===== src/rtl/game_round_scheduler_if.sv =====
// Round scheduler bus: control pulses in, round status and time-base ticks out.
interface game_round_scheduler_if;
  logic       start;
  logic       hit;
  logic [1:0] state;
  logic [7:0] time_left;
  logic [7:0] score;
  logic [2:0] level;
  logic       sec_tick;
  logic       mole_tick;
  logic       playing;
  logic       game_over;

  // Driver side (game controller / testbench).
  modport master (
    output start,
    output hit,
    input  state,
    input  time_left,
    input  score,
    input  level,
    input  sec_tick,
    input  mole_tick,
    input  playing,
    input  game_over
  );

  // Scheduler side.
  modport slave (
    input  start,
    input  hit,
    output state,
    output time_left,
    output score,
    output level,
    output sec_tick,
    output mole_tick,
    output playing,
    output game_over
  );
endinterface


===== src/rtl/game_round_scheduler.sv =====
// Whack-a-mole round sequencer: IDLE -> COUNTDOWN -> PLAY -> GAMEOVER.
// Owns the one-second and mole-step time bases and tracks time, score and level.
module game_round_scheduler #(
  parameter int unsigned SEC_CYCLES       = 50000000,
  parameter int unsigned COUNTDOWN_SECS   = 3,
  parameter int unsigned GAME_SECS        = 30,
  parameter int unsigned HITS_PER_LEVEL   = 5,
  parameter int unsigned MAX_LEVEL        = 7,
  parameter int unsigned BASE_MOLE_CYCLES = 50000000,
  parameter int unsigned MOLE_STEP_CYCLES = 5000000
) (
  input logic                   clk,
  input logic                   rst,
  game_round_scheduler_if.slave bus
);

  typedef enum logic [1:0] {
    StIdle      = 2'b00,
    StCountdown = 2'b01,
    StPlay      = 2'b10,
    StGameover  = 2'b11
  } state_e;

  localparam logic [31:0] SecLast       = 32'(SEC_CYCLES - 1);
  localparam logic [7:0]  CountdownSecs = 8'(COUNTDOWN_SECS);
  localparam logic [7:0]  GameSecs      = 8'(GAME_SECS);
  localparam logic [31:0] HitsPerLevel  = 32'(HITS_PER_LEVEL);
  localparam logic [2:0]  MaxLevel      = 3'(MAX_LEVEL);
  localparam logic [31:0] BaseMole      = 32'(BASE_MOLE_CYCLES);
  localparam logic [31:0] MoleStep      = 32'(MOLE_STEP_CYCLES);

  state_e      state_q, state_d;
  logic [31:0] sec_cnt_q, sec_cnt_d;
  logic [31:0] mole_cnt_q, mole_cnt_d;
  logic [31:0] hits_q, hits_d;
  logic [7:0]  time_left_q, time_left_d;
  logic [7:0]  score_q, score_d;
  logic [2:0]  level_q, level_d;
  logic        sec_tick_q, sec_tick_d;
  logic        mole_tick_q, mole_tick_d;
  logic        playing_q, playing_d;
  logic        game_over_q, game_over_d;

  logic        timed;
  logic        sec_evt;
  logic        last_sec;
  logic        mole_evt;
  logic        hit_evt;
  logic        start_evt;
  logic [31:0] mole_period;

  // Event decode shared by the next-state and datapath logic.
  assign timed       = (state_q == StCountdown) || (state_q == StPlay);
  assign sec_evt     = timed && (sec_cnt_q == SecLast);
  assign last_sec    = sec_evt && (time_left_q == 8'd1);
  assign mole_period = BaseMole - (32'(level_q) * MoleStep);
  // >= rather than == so a level-up that shrinks the period below the current
  // count fires right away instead of waiting for a 32-bit wrap.
  assign mole_evt    = (state_q == StPlay) && (mole_cnt_q >= (mole_period - 32'd1));
  assign hit_evt     = (state_q == StPlay) && bus.hit;
  assign start_evt   = ((state_q == StIdle) || (state_q == StGameover)) && bus.start;

  // State register.
  always_ff @(posedge clk or posedge rst) begin
    if (rst) begin
      state_q <= StIdle;
    end else begin
      state_q <= state_d;
    end
  end

  // Next-state logic.
  always_comb begin
    state_d = state_q;
    unique case (state_q)
      StIdle, StGameover: begin
        if (bus.start) state_d = StCountdown;
      end
      StCountdown: begin
        if (last_sec) state_d = StPlay;
      end
      StPlay: begin
        if (last_sec) state_d = StGameover;
      end
    endcase
  end

  // Datapath and registered-output next values.
  always_comb begin
    sec_cnt_d   = 32'd0;
    mole_cnt_d  = 32'd0;
    hits_d      = hits_q;
    time_left_d = time_left_q;
    score_d     = score_q;
    level_d     = level_q;
    sec_tick_d  = sec_evt;
    mole_tick_d = mole_evt;
    playing_d   = (state_d == StPlay);
    game_over_d = (state_d == StGameover);

    // Second counter runs only while timed and restarts on every state entry.
    if (timed && (state_d == state_q)) begin
      sec_cnt_d = sec_evt ? 32'd0 : sec_cnt_q + 32'd1;
    end

    // Mole counter is parked at zero outside PLAY.
    if ((state_q == StPlay) && (state_d == StPlay)) begin
      mole_cnt_d = mole_evt ? 32'd0 : mole_cnt_q + 32'd1;
    end

    if (start_evt) begin
      time_left_d = CountdownSecs;
      score_d     = 8'd0;
      level_d     = 3'd0;
      hits_d      = 32'd0;
    end else if (sec_evt) begin
      if (last_sec) begin
        time_left_d = (state_q == StCountdown) ? GameSecs : 8'd0;
      end else begin
        time_left_d = time_left_q - 8'd1;
      end
    end

    if (hit_evt) begin
      if (score_q != 8'hff) score_d = score_q + 8'd1;
      // Hits-in-level keeps cycling at the top level; only level saturates.
      if ((hits_q + 32'd1) >= HitsPerLevel) begin
        hits_d = 32'd0;
        if (level_q != MaxLevel) level_d = level_q + 3'd1;
      end else begin
        hits_d = hits_q + 32'd1;
      end
    end
  end

  // Datapath and output registers.
  always_ff @(posedge clk or posedge rst) begin
    if (rst) begin
      sec_cnt_q   <= 32'd0;
      mole_cnt_q  <= 32'd0;
      hits_q      <= 32'd0;
      time_left_q <= 8'd0;
      score_q     <= 8'd0;
      level_q     <= 3'd0;
      sec_tick_q  <= 1'b0;
      mole_tick_q <= 1'b0;
      playing_q   <= 1'b0;
      game_over_q <= 1'b0;
    end else begin
      sec_cnt_q   <= sec_cnt_d;
      mole_cnt_q  <= mole_cnt_d;
      hits_q      <= hits_d;
      time_left_q <= time_left_d;
      score_q     <= score_d;
      level_q     <= level_d;
      sec_tick_q  <= sec_tick_d;
      mole_tick_q <= mole_tick_d;
      playing_q   <= playing_d;
      game_over_q <= game_over_d;
    end
  end

  assign bus.state     = state_q;
  assign bus.time_left = time_left_q;
  assign bus.score     = score_q;
  assign bus.level     = level_q;
  assign bus.sec_tick  = sec_tick_q;
  assign bus.mole_tick = mole_tick_q;
  assign bus.playing   = playing_q;
  assign bus.game_over = game_over_q;

endmodule


===== src/flat_wrapper.sv =====
// flat-port wrapper written by rule: the top's interface ports become plain ports
module game_round_scheduler_flat 
#(
  parameter int unsigned SEC_CYCLES       = 50000000,
  parameter int unsigned COUNTDOWN_SECS   = 3,
  parameter int unsigned GAME_SECS        = 30,
  parameter int unsigned HITS_PER_LEVEL   = 5,
  parameter int unsigned MAX_LEVEL        = 7,
  parameter int unsigned BASE_MOLE_CYCLES = 50000000,
  parameter int unsigned MOLE_STEP_CYCLES = 5000000
)
  (clk, rst, bus_start, bus_hit, bus_state, bus_time_left, bus_score, bus_level, bus_sec_tick, bus_mole_tick, bus_playing, bus_game_over);
  game_round_scheduler_if bus_i ();
  input logic clk;
  input logic rst;
  input wire logic [$bits(bus_i.start)-1:0] bus_start;
  input wire logic [$bits(bus_i.hit)-1:0] bus_hit;
  output wire logic [$bits(bus_i.state)-1:0] bus_state;
  output wire logic [$bits(bus_i.time_left)-1:0] bus_time_left;
  output wire logic [$bits(bus_i.score)-1:0] bus_score;
  output wire logic [$bits(bus_i.level)-1:0] bus_level;
  output wire logic [$bits(bus_i.sec_tick)-1:0] bus_sec_tick;
  output wire logic [$bits(bus_i.mole_tick)-1:0] bus_mole_tick;
  output wire logic [$bits(bus_i.playing)-1:0] bus_playing;
  output wire logic [$bits(bus_i.game_over)-1:0] bus_game_over;
  assign bus_i.start = bus_start;
  assign bus_i.hit = bus_hit;
  assign bus_state = bus_i.state;
  assign bus_time_left = bus_i.time_left;
  assign bus_score = bus_i.score;
  assign bus_level = bus_i.level;
  assign bus_sec_tick = bus_i.sec_tick;
  assign bus_mole_tick = bus_i.mole_tick;
  assign bus_playing = bus_i.playing;
  assign bus_game_over = bus_i.game_over;
  game_round_scheduler #(.SEC_CYCLES(SEC_CYCLES), .COUNTDOWN_SECS(COUNTDOWN_SECS), .GAME_SECS(GAME_SECS), .HITS_PER_LEVEL(HITS_PER_LEVEL), .MAX_LEVEL(MAX_LEVEL), .BASE_MOLE_CYCLES(BASE_MOLE_CYCLES), .MOLE_STEP_CYCLES(MOLE_STEP_CYCLES)) u_core (.clk(clk), .rst(rst), .bus(bus_i));
endmodule

===== config.mk =====
export PLATFORM = sky130hd
export DESIGN_NAME = game_round_scheduler_flat
export DESIGN_NICKNAME = d
export VERILOG_FILES = /design/src/rtl/game_round_scheduler_if.sv /design/src/rtl/game_round_scheduler.sv /design/src/flat_wrapper.sv
export SDC_FILE = /design/constraint.sdc
export NUM_CORES = 1
export LEC_CHECK = 0
export ABC_AREA = 1
export CAP_MARGIN = 25
export CORE_MARGIN = 2
export CORE_UTILIZATION = 48
export DETAILED_ROUTE_END_ITERATION = 10
export PLACE_DENSITY = 0.67
export SLEW_MARGIN = 20
export SYNTH_ARGS = -nofsm -noshare
export SYNTH_HDL_FRONTEND = slang
export SYNTH_SLANG_ARGS = --single-unit

===== constraint.sdc =====
create_clock -name clk -period 6 [get_ports clk]
set_input_delay 1.5 -clock clk [delete_from_list [all_inputs] [get_ports clk]]
set_output_delay 1.5 -clock clk [all_outputs]
set_load 0.1 [all_outputs]

# Word-level counts from Yosys, hierarchy flattened
# Cells that the tools add are included.
# Widths: inputs -> output; s select.
# word_totals
register_bits,121
input_bits,4
out_inout_bits,25
word_cells,67
# classes
add_sub_neg,8
multipliers,1
n_lt_le_gt_ge,2
eq_ne,10
mux,22
reduce_logical,13
# op_table
cell,n
$mux 32,7
$add 32x1->32 const B,3
$mux 8,6
$eq 32x26->1 const B,1
$ge 32x3->1 const B,1
$ge 32x32->1,1
$sub 32x1->32 const B,1
$sub 26x26->27 const A,1
$mul 3x17->20 const B,1
$mux 3,4
$add 8x1->8 const B,1
$eq 2x2->1 const B,4
$eq 8x1->1 const B,1
$ne 8x8->1 const B,1
$sub 8x1->8 const B,1
$logic_and 1x1->1,7
$mux 2,3
$pmux 2 s3,1
$mux 5,1
$reduce_bool 2->1,2
$add 3x1->3 const B,1
$ne 3x3->1 const B,1
$eq 2x1->1 const B,1
$eq 2x2->1,1
3 further kinds,4

# Longest topological paths before layout
# depth
word_depth,9
ltp_mapped,36
mapped_depth_nobuf,34

# Worst setup path before layout
# No wires, ideal clock.
# synth_path
path_kind,flip-flop to flip-flop
start,register u_core.level_q[0] (netlist: u_core.bus.level[0])
end,register u_core.mole_cnt_q[10]
setup_ps,69
arrival_ps,5679
t_required_ps,5931
setup_slack_ps,251
path_stages_with_launch,34
path_buffers,3
period_less_slack_ps,5749
path_cell_list,dfrtp_1 buf_6 clkinv_1 ha_1 clkbuf_1 inv_2 ha_1 inv_1 fa_1 inv_1 o21ai_0 nand2_1 nand3_1 nor2_2 nand2_1 nor2_1 nand3_1 nor2_2 inv_1 nor2_4 nand4_2 nand2_2 inv_1 ha_1 a21oi_1 o21ai_0 nand3_1 a21oi_1 a211oi_1 nand3_1 nand2_1 clkbuf_1 nand3_1 nor2_2
# synth_via
elab_chain_cells,7
# synth_lines
element,line_no,text
start: declaration,game_round_scheduler.sv:38,"logic [2:0] level_q, level_d;"
start signal: assignment,game_round_scheduler.sv:155,level_q <= level_d;
$mul 3x17->20,game_round_scheduler.sv:56,assign mole_period = BaseMole - (32'(level_q) * MoleStep);
$sub 26x26->27,game_round_scheduler.sv:56,
$sub 32x1->32,game_round_scheduler.sv:59,assign mole_evt = (state_q == StPlay) && (mole_cnt_q >= (mole_period - 32'd1));
$ge 32x32->1,game_round_scheduler.sv:59,
$logic_and 1x1->1,game_round_scheduler.sv:59,
$mux 32,game_round_scheduler.sv:108,mole_cnt_d = mole_evt ? 32'd0 : mole_cnt_q + 32'd1;
$mux 32,game_round_scheduler.sv:107,if ((state_q == StPlay) && (state_d == StPlay)) begin
via u_core.mole_cnt_d[10],game_round_scheduler.sv:34,"logic [31:0] mole_cnt_q, mole_cnt_d;"
end signal: assignment,game_round_scheduler.sv:151,mole_cnt_q <= mole_cnt_d;
end: declaration,game_round_scheduler.sv:34,
# The timed path passes the listed nets, and every way through them passes these cells.
# A chain may end at the register's enable or synchronous reset.

# Worst setup path in the final report
# layout_path
start,register u_core.level_q[0] (netlist: u_core.bus.level[0])
end,register u_core.mole_cnt_q[17]
# layout_via
elab_chain_cells,7
# layout_lines
element,line_no,text
$mul 3x17->20,game_round_scheduler.sv:56,
$sub 26x26->27,game_round_scheduler.sv:56,
$sub 32x1->32,game_round_scheduler.sv:59,
$ge 32x32->1,game_round_scheduler.sv:59,
$logic_and 1x1->1,game_round_scheduler.sv:59,
via u_core.mole_evt,game_round_scheduler.sv:47,logic mole_evt;
$mux 32,game_round_scheduler.sv:108,
$mux 32,game_round_scheduler.sv:107,
via u_core.mole_cnt_d[17],game_round_scheduler.sv:34,
# The timed path passes the listed nets, and every way through them passes these cells.

==> flow_summary.ini <==
[worst_setup_path]
critical_path_class = reg -> reg
slowest_delay_ps = 530
critPathLaunchType = flip-flop
required_ps = 6340
crit_fanout = 25
r2r_cells = 32
cpMaxStageDelayCell = fa_1
arrival_ps = 5680
end_kind = flip-flop

[pwr]
clkPwrFrac_pct = 36.7
power.density_nw_per_um2 = 256
p_int_uw = 1630
seqPwrFrac_pct = 33.5
p_leak_uw = 0.00461
ir_drop_mv = 0.311
power.share.combinational_pct = 29.8
swShare_pct = 39.1
switchingPower_uw = 1050

[clocking]
cts_setup_buffers = 0
clkTransAtPathRegs_ps = 60
clk_path_buf_depth = 2
cts-htree-levels = 4
cts_tree = yes
clk-insertion-delay-late_ps = 420
clock_sinks = 121
cts_made_buffers = 17
clock_tree.root_cell = clkbuf_16

[timing]
setup_ws_ps = 660
setup_viol = 0
slew_headroom_pct = 34.8
slew_viol_final = 0
finalSetupTns_ps = 0
rsz0062_at_grt = no
fmax_mhz = 187
min_period_ps = 5340
post-route-period-util_pct = 89.0
hold_violations = 0
fin_skew_ps = 14.7
worstMarginPinSlew_ps = 975

[place]
hpwl_um = 17000
finalWeightedCongestion = 0.915
post-place-ws_ps = 543
portBuffers = 28

[grt]
grt_max_degree = 63
grt_pass1_wl_um = 38800
overflow = 0
grt_pass1_vias = 8294
antenna_found_initial = 0
grtUsageTotal_pct = 23.3

[layout]
diodes = 0
multi_input_area_um2 = 5550
area.growth.synth_to_final_pct = 12.2
seq_area_um2 = 3030
fill_cells = 1874
nNetsFinal = 1426
drive_above_1_share_pct = 9.77

[worst_hold_path]
hold_path_class = reg -> reg
holdPathStages = 2

[synthesis]
syn_avg_cell_area_um2 = 7.01
syn-cell-area_um2 = 9320
synth_common_cells = nand2_1 (279), nor2_1 (195), inv_1 (164), nand3_1 (137), dfrtp_1 (121)
synth_adder_area_share_pct = 7.27
synth_top_cell_by_area = dfrtp_1
synth-async-reset-ratio_pct = 100
synth_ff_type = dfrtp_1
synth_compound_area_share_pct = 5.62
synth_top_family_by_area = simple AND/OR/NAND/NOR gates
synth_top_area_share_pct = 32.5
yosys_warnings = 0
synth_edf_count = 0
synth_area_leaders = dfrtp_1 (32%), nand2_1 (11%), nor2_1 (7.9%)
synth_xor_area_share_pct = 5.73
postSynthCellCount = 1330
synthMuxAreaShare_pct = 0
ys_seq_area_share_pct = 32.5
ys_ff_latch = 121
synth.distinct_cells = 45
post-synth-top-count-cell = nand2_1
synthSimpleGateAreaFrac_pct = 40.9
syn-num-nets = 1387

[routing]
viasPerCell = 5.30
vias = 8699
drt_iter0_drc = 628
wl_um = 22400
drc = 0
drtPass1Iterations = 8
post_drt_wl_per_cell_um = 13.6
postRouteAntennaNets = 0

[floorplan]
chipWidth_um = 143
initial_core_util_pct = 49.4
rows = 50
ioPinCount = 29
die-area_um2 = 20600
die_h_um = 143
core_area_um2 = 18900

[run]
drv_cap = 0

[run_status]
outcome = completed
## metrics by stage
stage,instance area [um^2],power [uW],cells,utilization [%],hold slack (ps)
finish,10500,2680,1642,55.4,516
global route,10500,2830,1642,55.4,537
CTS,10400,2700,1641,55.3,517
detailed placement,9880,1700,1609,52.3,508
global placement,9880,1690,1609,52.3,506
floorplan,9320,1520,1330,-,488
## power by group through the flow
stage               combinational (uW)  clock, uW  sequential (uW)
finish                             798        982              898
detailed placement                 787          0              912
global route                       881       1040              904
global placement                   779          0              912
floorplan                          442          0             1080
CTS                                791       1010              899
## path summary, 6_finish.rpt
check / startpoint / to / slack (ps)
hold reg to reg: u_core.hits_q[31] / u_core.hits_q[31] / 520
setup / recovery: u_core.bus.level[0] / u_core.mole_cnt_q[17] / 660
hold / removal: u_core.hits_q[31] / u_core.hits_q[31] / 520
setup reg to reg: u_core.bus.level[0] / u_core.mole_cnt_q[17] / 660
max in group asynchronous: rst / u_core.bus.level[1] / 3520
min in group asynchronous: rst / u_core.sec_cnt_q[13] / 1580
## worst max-delay path: cells and delay by family, from the launching register on
kind / cells / cell delay, ps
AOI/OAI and AO/OA: 4 / 450
adders and majority gates: 4 / 1400
buffers and inverters: 8 / 1000
DFF: 1 / 340
and+or+nand+nor: 16 / 2060
## metal layers
metal	vias to the layer above	global-route usage (%)	share of wire [%]
met1	4040	32.2	48
met2	202	38.1	46
met5	-	0	0
li1	4433	-	-
met3	24	3.97	4.7
met4	0	6.35	1.4
## sequential cells by signal, summed over array words and instances (netlist names), 2 cells and up
name and flops:
u_core.mole_cnt_q 32, u_core.bus.time_left 8, u_core.bus.score 8, u_core.bus.state 2, u_core.hits_q 32, u_core.bus.level 3
u_core.sec_cnt_q 32
## final cells by class
class | instances | area share [%]
Clock buffer | 18 | 4.10
Clock inverter | 14 | 1.32
Inverter | 172 | 6.20
Multi-Input combinational cell | 1022 | 53.1
Sequential cell | 121 | 29.0
Tap cell | 260 | 3.11
Timing Repair Buffer | 35 | 3.25
## layout by cell type (no fill, tap or decap), drive strengths merged
cell             n
a21oi           35
nor4            24
a22oi            1
buf              7
clkinv           4
nand2          305
inv            177
o21ai           35
o32ai            1
clkinvlp         4
dfrtp          121
a211oi           1
xnor2            8
o22ai            4
o211ai           3
bufinv           1
nor3            44
nand3          142
o21a             1
a31oi            5
o221ai           2
o2111ai          1
or2             20
a21boi           1
nor2           228
clkdlybuf4s50   28
clkbuf          18
nand3b          13
o31ai            3
fa               2
nand4           39
xor2            53
ha              51
## repair_timing
item                       in CTS  in global routing
hold endpoints to repair        0                  0
resized for setup               0                  1
setup endpoints to repair       0                  8
hold buffers                    0                  0
## cell families after synthesis
kind of cell | after synthesis
compound gates | 93
xor+xnor | 61
fa+ha+maj | 53
buf+inv | 187
flops | 121
simple gates | 815
Note: power is estimated with default switching activity, not from simulation.
